--- src/rtl/cfg_loader_pkg.sv ---
// Shared types and constants for the configuration frame loader.
package cfg_loader_pkg;

  typedef enum logic [1:0] {
    IDLE,
    PAYLOAD,
    CHECK
  } state_t;

  localparam logic [7:0] SYNC_BYTE_DEFAULT = 8'hA5;
  localparam logic [7:0] CRC8_POLY         = 8'h07;

  // Payload bytes needed to carry a configuration of the given width.
  function automatic int nbytes(input int cfg_bits);
    return (cfg_bits + 7) / 8;
  endfunction

endpackage

--- src/rtl/cfg_frame_loader_if.sv ---
// Byte-receiver input and committed-configuration output bundle of cfg_frame_loader.
interface cfg_frame_loader_if #(
  parameter int CFG_BITS = 52
);
  logic                rx_valid_i;
  logic [7:0]          rx_data_i;
  logic                rx_err_i;
  logic [CFG_BITS-1:0] cfg_bits_o;
  logic                cfg_valid_o;
  logic                cfg_load_o;
  logic                cfg_error_o;
  logic                busy_o;

  modport master (
    output rx_valid_i, rx_data_i, rx_err_i,
    input  cfg_bits_o, cfg_valid_o, cfg_load_o, cfg_error_o, busy_o
  );

  modport slave (
    input  rx_valid_i, rx_data_i, rx_err_i,
    output cfg_bits_o, cfg_valid_o, cfg_load_o, cfg_error_o, busy_o
  );
endinterface

--- src/rtl/cfg_chk_step.sv ---
// One payload-byte step of the frame check: XOR by default, CRC-8 (poly 0x07,
// MSB-first) when CFG_LOADER_CRC8_EN is defined.
module cfg_chk_step
  import cfg_loader_pkg::*;
(
  input  logic [7:0] chk,
  input  logic [7:0] data,
  output logic [7:0] chk_next
);

`ifdef CFG_LOADER_CRC8_EN
  always_comb begin
    // NOTE: assign a default before the loop so every path writes chk_next and no latch is inferred.
    chk_next = chk ^ data;
    for (int i = 0; i < 8; i++) begin
      chk_next = chk_next[7] ? ({chk_next[6:0], 1'b0} ^ CRC8_POLY)
                             : {chk_next[6:0], 1'b0};
    end
  end
`else
  assign chk_next = chk ^ data;
`endif

endmodule

--- src/rtl/cfg_frame_loader.sv ---
// Receives sync/payload/check frames byte-by-byte and atomically commits the
// payload as the fabric configuration. Check type selected by CFG_LOADER_CRC8_EN.
module cfg_frame_loader
  import cfg_loader_pkg::*;
#(
  parameter int         CFG_BITS       = 52,
  parameter logic [7:0] SYNC_BYTE      = SYNC_BYTE_DEFAULT,
  parameter int         TIMEOUT_CYCLES = 20000
) (
  input  logic              clk_i,
  input  logic              rst_i,
  cfg_frame_loader_if.slave bus
);

  localparam int NBYTES    = nbytes(CFG_BITS);
  localparam int IDX_W     = (NBYTES > 1) ? $clog2(NBYTES) : 1;
  localparam int CNT_W_RAW = $clog2(TIMEOUT_CYCLES + 1);
  localparam int CNT_W     = (CNT_W_RAW > 0) ? CNT_W_RAW : 1;
  localparam int CNT_LAST_INT = (TIMEOUT_CYCLES == 0) ? 0 : TIMEOUT_CYCLES - 1;
  localparam logic [CNT_W-1:0] CNT_LAST = CNT_W'(CNT_LAST_INT);
  localparam logic [IDX_W-1:0] IDX_LAST = IDX_W'(NBYTES - 1);

  state_t              state;
  logic [IDX_W-1:0]    idx;
  logic [7:0]          chk;
  logic [7:0]          chk_next;
  logic [CNT_W-1:0]    cnt;
  logic [CFG_BITS-1:0] staging;
  logic [CFG_BITS-1:0] cfg_bits;
  logic                cfg_valid;
  logic                cfg_load;
  logic                cfg_error;
  logic                timeout_hit;

  cfg_chk_step u_chk_step (
    .chk      (chk),
    .data     (bus.rx_data_i),
    .chk_next (chk_next)
  );

  // This silent cycle is the TIMEOUT_CYCLES-th one since the last accepted byte.
  assign timeout_hit = (TIMEOUT_CYCLES != 0) && (cnt == CNT_LAST);

  always_ff @(posedge clk_i or posedge rst_i) begin
    if (rst_i) begin
      // NOTE: sequential state uses non-blocking assignments so every register samples pre-edge values.
      state     <= IDLE;
      idx       <= '0;
      chk       <= '0;
      cnt       <= '0;
      staging   <= '0;
      cfg_bits  <= '0;
      cfg_valid <= 1'b0;
      cfg_load  <= 1'b0;
      cfg_error <= 1'b0;
    end else begin
      cfg_load <= 1'b0;
      unique case (state)
        IDLE: begin
          if (bus.rx_valid_i && bus.rx_data_i == SYNC_BYTE) begin
            state     <= PAYLOAD;
            idx       <= '0;
            chk       <= '0;
            cnt       <= '0;
            cfg_valid <= 1'b0;
          end
        end

        PAYLOAD, CHECK: begin
          if (bus.rx_err_i) begin
            // A byte arriving alongside a framing error is dropped with the frame.
            state     <= IDLE;
            cfg_error <= 1'b1;
          end else if (bus.rx_valid_i) begin
            cnt <= '0;
            if (state == PAYLOAD) begin
              // Bits beyond CFG_BITS in the last byte are dropped but still checked.
              for (int b = 0; b < CFG_BITS; b++) begin
                if (b / 8 == int'(idx)) staging[b] <= bus.rx_data_i[b % 8];
              end
              chk <= chk_next;
              idx <= idx + 1'b1;
              if (idx == IDX_LAST) state <= CHECK;
            end else begin
              if (bus.rx_data_i == chk) begin
                cfg_bits  <= staging;
                cfg_valid <= 1'b1;
                cfg_load  <= 1'b1;
                cfg_error <= 1'b0;
              end else begin
                cfg_error <= 1'b1;
              end
              state <= IDLE;
            end
          end else if (timeout_hit) begin
            state     <= IDLE;
            cfg_error <= 1'b1;
          end else if (cnt != {CNT_W{1'b1}}) begin
            cnt <= cnt + 1'b1;
          end
        end

        default: state <= IDLE;
      endcase
    end
  end

  assign bus.cfg_bits_o  = cfg_bits;
  assign bus.cfg_valid_o = cfg_valid;
  assign bus.cfg_load_o  = cfg_load;
  assign bus.cfg_error_o = cfg_error;
  assign bus.busy_o      = (state != IDLE);

endmodule

--- src/flat_wrapper.sv ---
// flat-port wrapper written by rule: the top's interface ports become plain ports
module cfg_frame_loader_flat import cfg_loader_pkg::*;
#(
  parameter int         CFG_BITS       = 52,
  parameter logic [7:0] SYNC_BYTE      = SYNC_BYTE_DEFAULT,
  parameter int         TIMEOUT_CYCLES = 20000
)
  (clk_i, rst_i, bus_rx_valid_i, bus_rx_data_i, bus_rx_err_i, bus_cfg_bits_o, bus_cfg_valid_o, bus_cfg_load_o, bus_cfg_error_o, bus_busy_o);
  cfg_frame_loader_if #(.CFG_BITS(CFG_BITS)) bus_i ();
  input  logic clk_i;
  input  logic rst_i;
  input wire logic [$bits(bus_i.rx_valid_i)-1:0] bus_rx_valid_i;
  input wire logic [$bits(bus_i.rx_data_i)-1:0] bus_rx_data_i;
  input wire logic [$bits(bus_i.rx_err_i)-1:0] bus_rx_err_i;
  output wire logic [$bits(bus_i.cfg_bits_o)-1:0] bus_cfg_bits_o;
  output wire logic [$bits(bus_i.cfg_valid_o)-1:0] bus_cfg_valid_o;
  output wire logic [$bits(bus_i.cfg_load_o)-1:0] bus_cfg_load_o;
  output wire logic [$bits(bus_i.cfg_error_o)-1:0] bus_cfg_error_o;
  output wire logic [$bits(bus_i.busy_o)-1:0] bus_busy_o;
  assign bus_i.rx_valid_i = bus_rx_valid_i;
  assign bus_i.rx_data_i = bus_rx_data_i;
  assign bus_i.rx_err_i = bus_rx_err_i;
  assign bus_cfg_bits_o = bus_i.cfg_bits_o;
  assign bus_cfg_valid_o = bus_i.cfg_valid_o;
  assign bus_cfg_load_o = bus_i.cfg_load_o;
  assign bus_cfg_error_o = bus_i.cfg_error_o;
  assign bus_busy_o = bus_i.busy_o;
  cfg_frame_loader #(.CFG_BITS(CFG_BITS), .SYNC_BYTE(SYNC_BYTE), .TIMEOUT_CYCLES(TIMEOUT_CYCLES)) u_core (.clk_i(clk_i), .rst_i(rst_i), .bus(bus_i));
endmodule
--- config.mk ---
export PLATFORM = sky130hd
export DESIGN_NAME = cfg_frame_loader_flat
export DESIGN_NICKNAME = d
export VERILOG_FILES = /design/src/rtl/cfg_loader_pkg.sv /design/src/rtl/cfg_frame_loader_if.sv /design/src/rtl/cfg_chk_step.sv /design/src/rtl/cfg_frame_loader.sv /design/src/flat_wrapper.sv
export SDC_FILE = /design/constraint.sdc
export NUM_CORES = 1
export LEC_CHECK = 0
export CAP_MARGIN = 10
export CELL_PAD_IN_SITES_DETAIL_PLACEMENT = 1
export CELL_PAD_IN_SITES_GLOBAL_PLACEMENT = 2
export CORE_UTILIZATION = 39
export CTS_CLUSTER_DIAMETER = 40
export CTS_CLUSTER_SIZE = 40
export DETAILED_ROUTE_END_ITERATION = 10
export GPL_TIMING_DRIVEN = 0
export PLACE_DENSITY_LB_ADDON = 0.1
export SYNTH_ARGS = -nofsm -noshare
export SYNTH_HDL_FRONTEND = slang
export SYNTH_HIERARCHICAL = 1
export SYNTH_SLANG_ARGS = --single-unit
--- constraint.sdc ---
create_clock -name clk_i -period 5.05 [get_ports clk_i]
set_input_delay 1.01 -clock clk_i [delete_from_list [all_inputs] [get_ports clk_i]]
set_output_delay 1.01 -clock clk_i [all_outputs]
set_load 0.05 [all_outputs]
==> flow_metrics.tcl <==
set metrics [dict create \
    root_buffer "clkbuf_16" \
    start_kind "input pin" \
    cp-end-kind "register" \
    grt_pass1_vias 4189 \
    regArea_um2 3380 \
    ff2ff_setup_slack_ps 2640 \
    cts_tree "done" \
    combPwrFrac 0.210 \
    rr_endpoint "u_core/staging[10]" \
    multi_input_area_um2 2510 \
    hold_path.class "reg2reg" \
    numCtsBuffers 17 \
    dr.pass1.iters 4 \
    layout_min_cycle_time_ps 3170 \
    areaGrowthSynthToFinish_pct 25.7 \
    crit_cells 8 \
    post-cts-setup-buffer-count 0 \
    finalNetCount 571 \
    cts_buffer_depth 2 \
    cts.clk_slew.worst_paths_ps 60 \
    status "finished, final reports clean" \
    initial_core_util 0.403 \
    p_int_uw 2340 \
    drv_slew 0 \
    relSlewSlack 0.636 \
    pwr-share-clk 0.381 \
    ys_seq_elements 135 \
    synth_area_per_cell_um2 13.3 \
    max_freq_ghz 0.316 \
    synth-seq-area-share 0.550 \
    place_congestion 0.755 \
    hold_viol 0 \
    htreeDepth 4 \
    worst_skew_pair.late_latency_ps 410 \
    netlist_top_cells_area "dfrtp_1 55%, mux2_4 12%, mux2_2 11%, nand2_1 2.9%, ha_1 2.2%" \
    io_pins 68 \
    die_w_um 127 \
    switching_share 0.297 \
    placed_cells 740 \
    r2r-start "u_core/state[0]" \
    rsz0062_at_grt "false" \
    hold_ws_ps 492 \
    yosysTopAreaCellShare 0.550 \
    seq_power_share 0.410 \
    setup_viol 0 \
    die-area_um2 16300 \
    grt-ovfl-total 0 \
    ant_nets 0 \
    rows 45 \
    grt_max_degree 89 \
    cp.required_ps 5340 \
    routed_wirelength_um 14100 \
    viasPerCell 5.08 \
    cp_slowest_cell "clkdlybuf4s50_1" \
    peakVddDrop_mv 0.231 \
    syn_area_um2 6140 \
    critical_path_buf_inv_count 3 \
    drive_gt1_frac 0.289 \
    post-route-period-util 0.627 \
    fillers 1542 \
    cap_violations 0 \
    grt_pass1_wl_um 23400 \
    p_sw_uw 991 \
    synthCells 461 \
    antennaDiodeCount 0 \
    critPathArrivalTime_ps 3460 \
    fp.dieH_um 127 \
    core_area_um2 15300 \
    postCtsHoldBufs 0 \
    power_density_nw_per_um2 432 \
    first_iter_violations 163 \
    numPortBuffers 67 \
    cpPeakStageDelay_ps 810 \
    routedWlPerCell_um 18.3 \
    hpwl_um 9440 \
    post_cts_resized 0 \
    criticalPathCategory "in2reg" \
    antenna_found_initial 0 \
    cts.sink_count 135 \
    reg2reg_depth 8 \
    cp_top_family "buffers and inverters" \
    finalNonFillerCells 771 \
    synth-edff-count 0 \
    cp_cell_sequence "clkdlybuf4s50_1, xnor2_1, nand4_1, nor4_2, and4bb_1, buf_6, buf_12, mux2_4" \
    leakagePower_uw 0.00358 \
    yosysTopAreaCell "dfrtp_1" \
    grt_usage 0.190 \
    synth_ff_type "dfrtp_1" \
    drcViolationCount 0 \
    ys_top_cells_by_count "135 x dfrtp_1, 59 x mux2_2, 48 x mux2_4" \
    syn_nets 484 \
    worst-slew-pin-transition_ps 545 \
    skew_ps 10.0 \
    num_vias 3920 \
    yosysMostFrequentCell "dfrtp_1" \
    endpoint "u_core/bus.cfg_bits_o[11]" \
    yosys_warnings 6 \
    critPathLaunch "bus_rx_data_i[5]" \
    worstPathMaxFanout 10 \
    async_flop_share 1.00 \
    ys_types 47 \
]
[worst min path at each step]
stage                                   from                        end  slack [ps]  cells past startpoint
after global placement    u_core/staging[47]  u_core/bus.cfg_bits_o[47]         480                      1
after global routing      u_core/staging[47]         u_core/staging[47]         520                      1
after CTS                 u_core/staging[42]  u_core/bus.cfg_bits_o[42]         500                      1
after detailed placement  u_core/staging[44]  u_core/bus.cfg_bits_o[44]         490                      1
final                     u_core/staging[42]  u_core/bus.cfg_bits_o[42]         490                      1
after floorplan           u_core/staging[47]  u_core/bus.cfg_bits_o[47]         470                      1
[routing by layer]
metal | wire length (um) | global-route usage | share of wire | vias up
met3 | 444 | 0.0469 | 0.031 | 15
met4 | 110 | 0.0525 | 0.0078 | 0
met1 | 6560 | 0.255 | 0.47 | 2043
met2 | 6990 | 0.306 | 0.50 | 68
met5 | 0 | 0 | 0 | -
li1 | - | - | - | 1794
[power by group through the flow]
stage	Sequential, uW	Combinational [uW]	Clock, uW
after CTS	1360	712	1300
after global routing	1390	777	1350
after detailed placement	1380	705	0
final	1360	699	1270
after global placement	1370	679	0
after floorplan	1370	488	0
[metrics by stage]
step                setup WS, ps  area (um2)  TNS [ps]   util  total power [uW]
detailed placement          1350        7110         0  0.466              2090
floorplan                    429        6140         0      -              1860
global placement           -1540        7080   -207250  0.464              2050
finish                      1880        7720         0  0.506              3330
global route                1740        7720         0  0.506              3520
CTS                         1850        7720         0  0.506              3380
[placed cells by master, fill, tap and decap left out, drive strengths merged, types with 2 or more instances in the layout]
cell	count
and4bb	2
or3	4
clkbuf	28
clkdlybuf4s50	67
and4	2
mux2	107
o311ai	2
a22oi	2
nor3	6
xnor2	7
nand4	4
and2	4
nand3	12
o21ai	17
nand2b	2
buf	16
bufinv	3
dfrtp	135
o211ai	7
or4	2
a21oi	8
xor2	9
nor2b	2
nor4	4
inv	14
ha	11
nand2	47
nor2	16
clkinv	5
clkinvlp	2
[area by class of cell]
type,instances,share of cell area
Multi-Input combinational cell,290,0.326
Sequential cell,135,0.437
Tap cell,211,0.0342
Buffer,23,0.0259
Clock inverter,11,0.0190
Timing Repair Buffer,68,0.0904
Clock buffer,20,0.0604
Inverter,13,0.00697
[state kept, by name, indices dropped and copies added (netlist names)]
register,cells
u_core/state,2
u_core/cnt,15
u_core/bus.cfg_load_o,1
u_core/staging,52
u_core/bus.cfg_valid_o,1
u_core/idx,3
u_core/chk,8
u_core/bus.cfg_bits_o,52
u_core/bus.cfg_error_o,1
[kinds of logic after synthesis]
family,count (synthesis),synth area share
compound gates,46,0.0487
xor+xnor,16,0.0253
fa+ha+maj,11,0.0224
buf+inv,36,0.0405
flops,135,0.550
mux,107,0.226
simple gates,110,0.0876
[worst register-to-register path: cells and delay by family, from the launching register on]
family                     cells  cell delay [ps]
adders and majority gates      1              300
buffers and inverters          3              540
DFF                            1              430
muxes                          1              380
and+or+nand+nor                3              660
No activity file was read; power rests on OpenSTA's default activity.
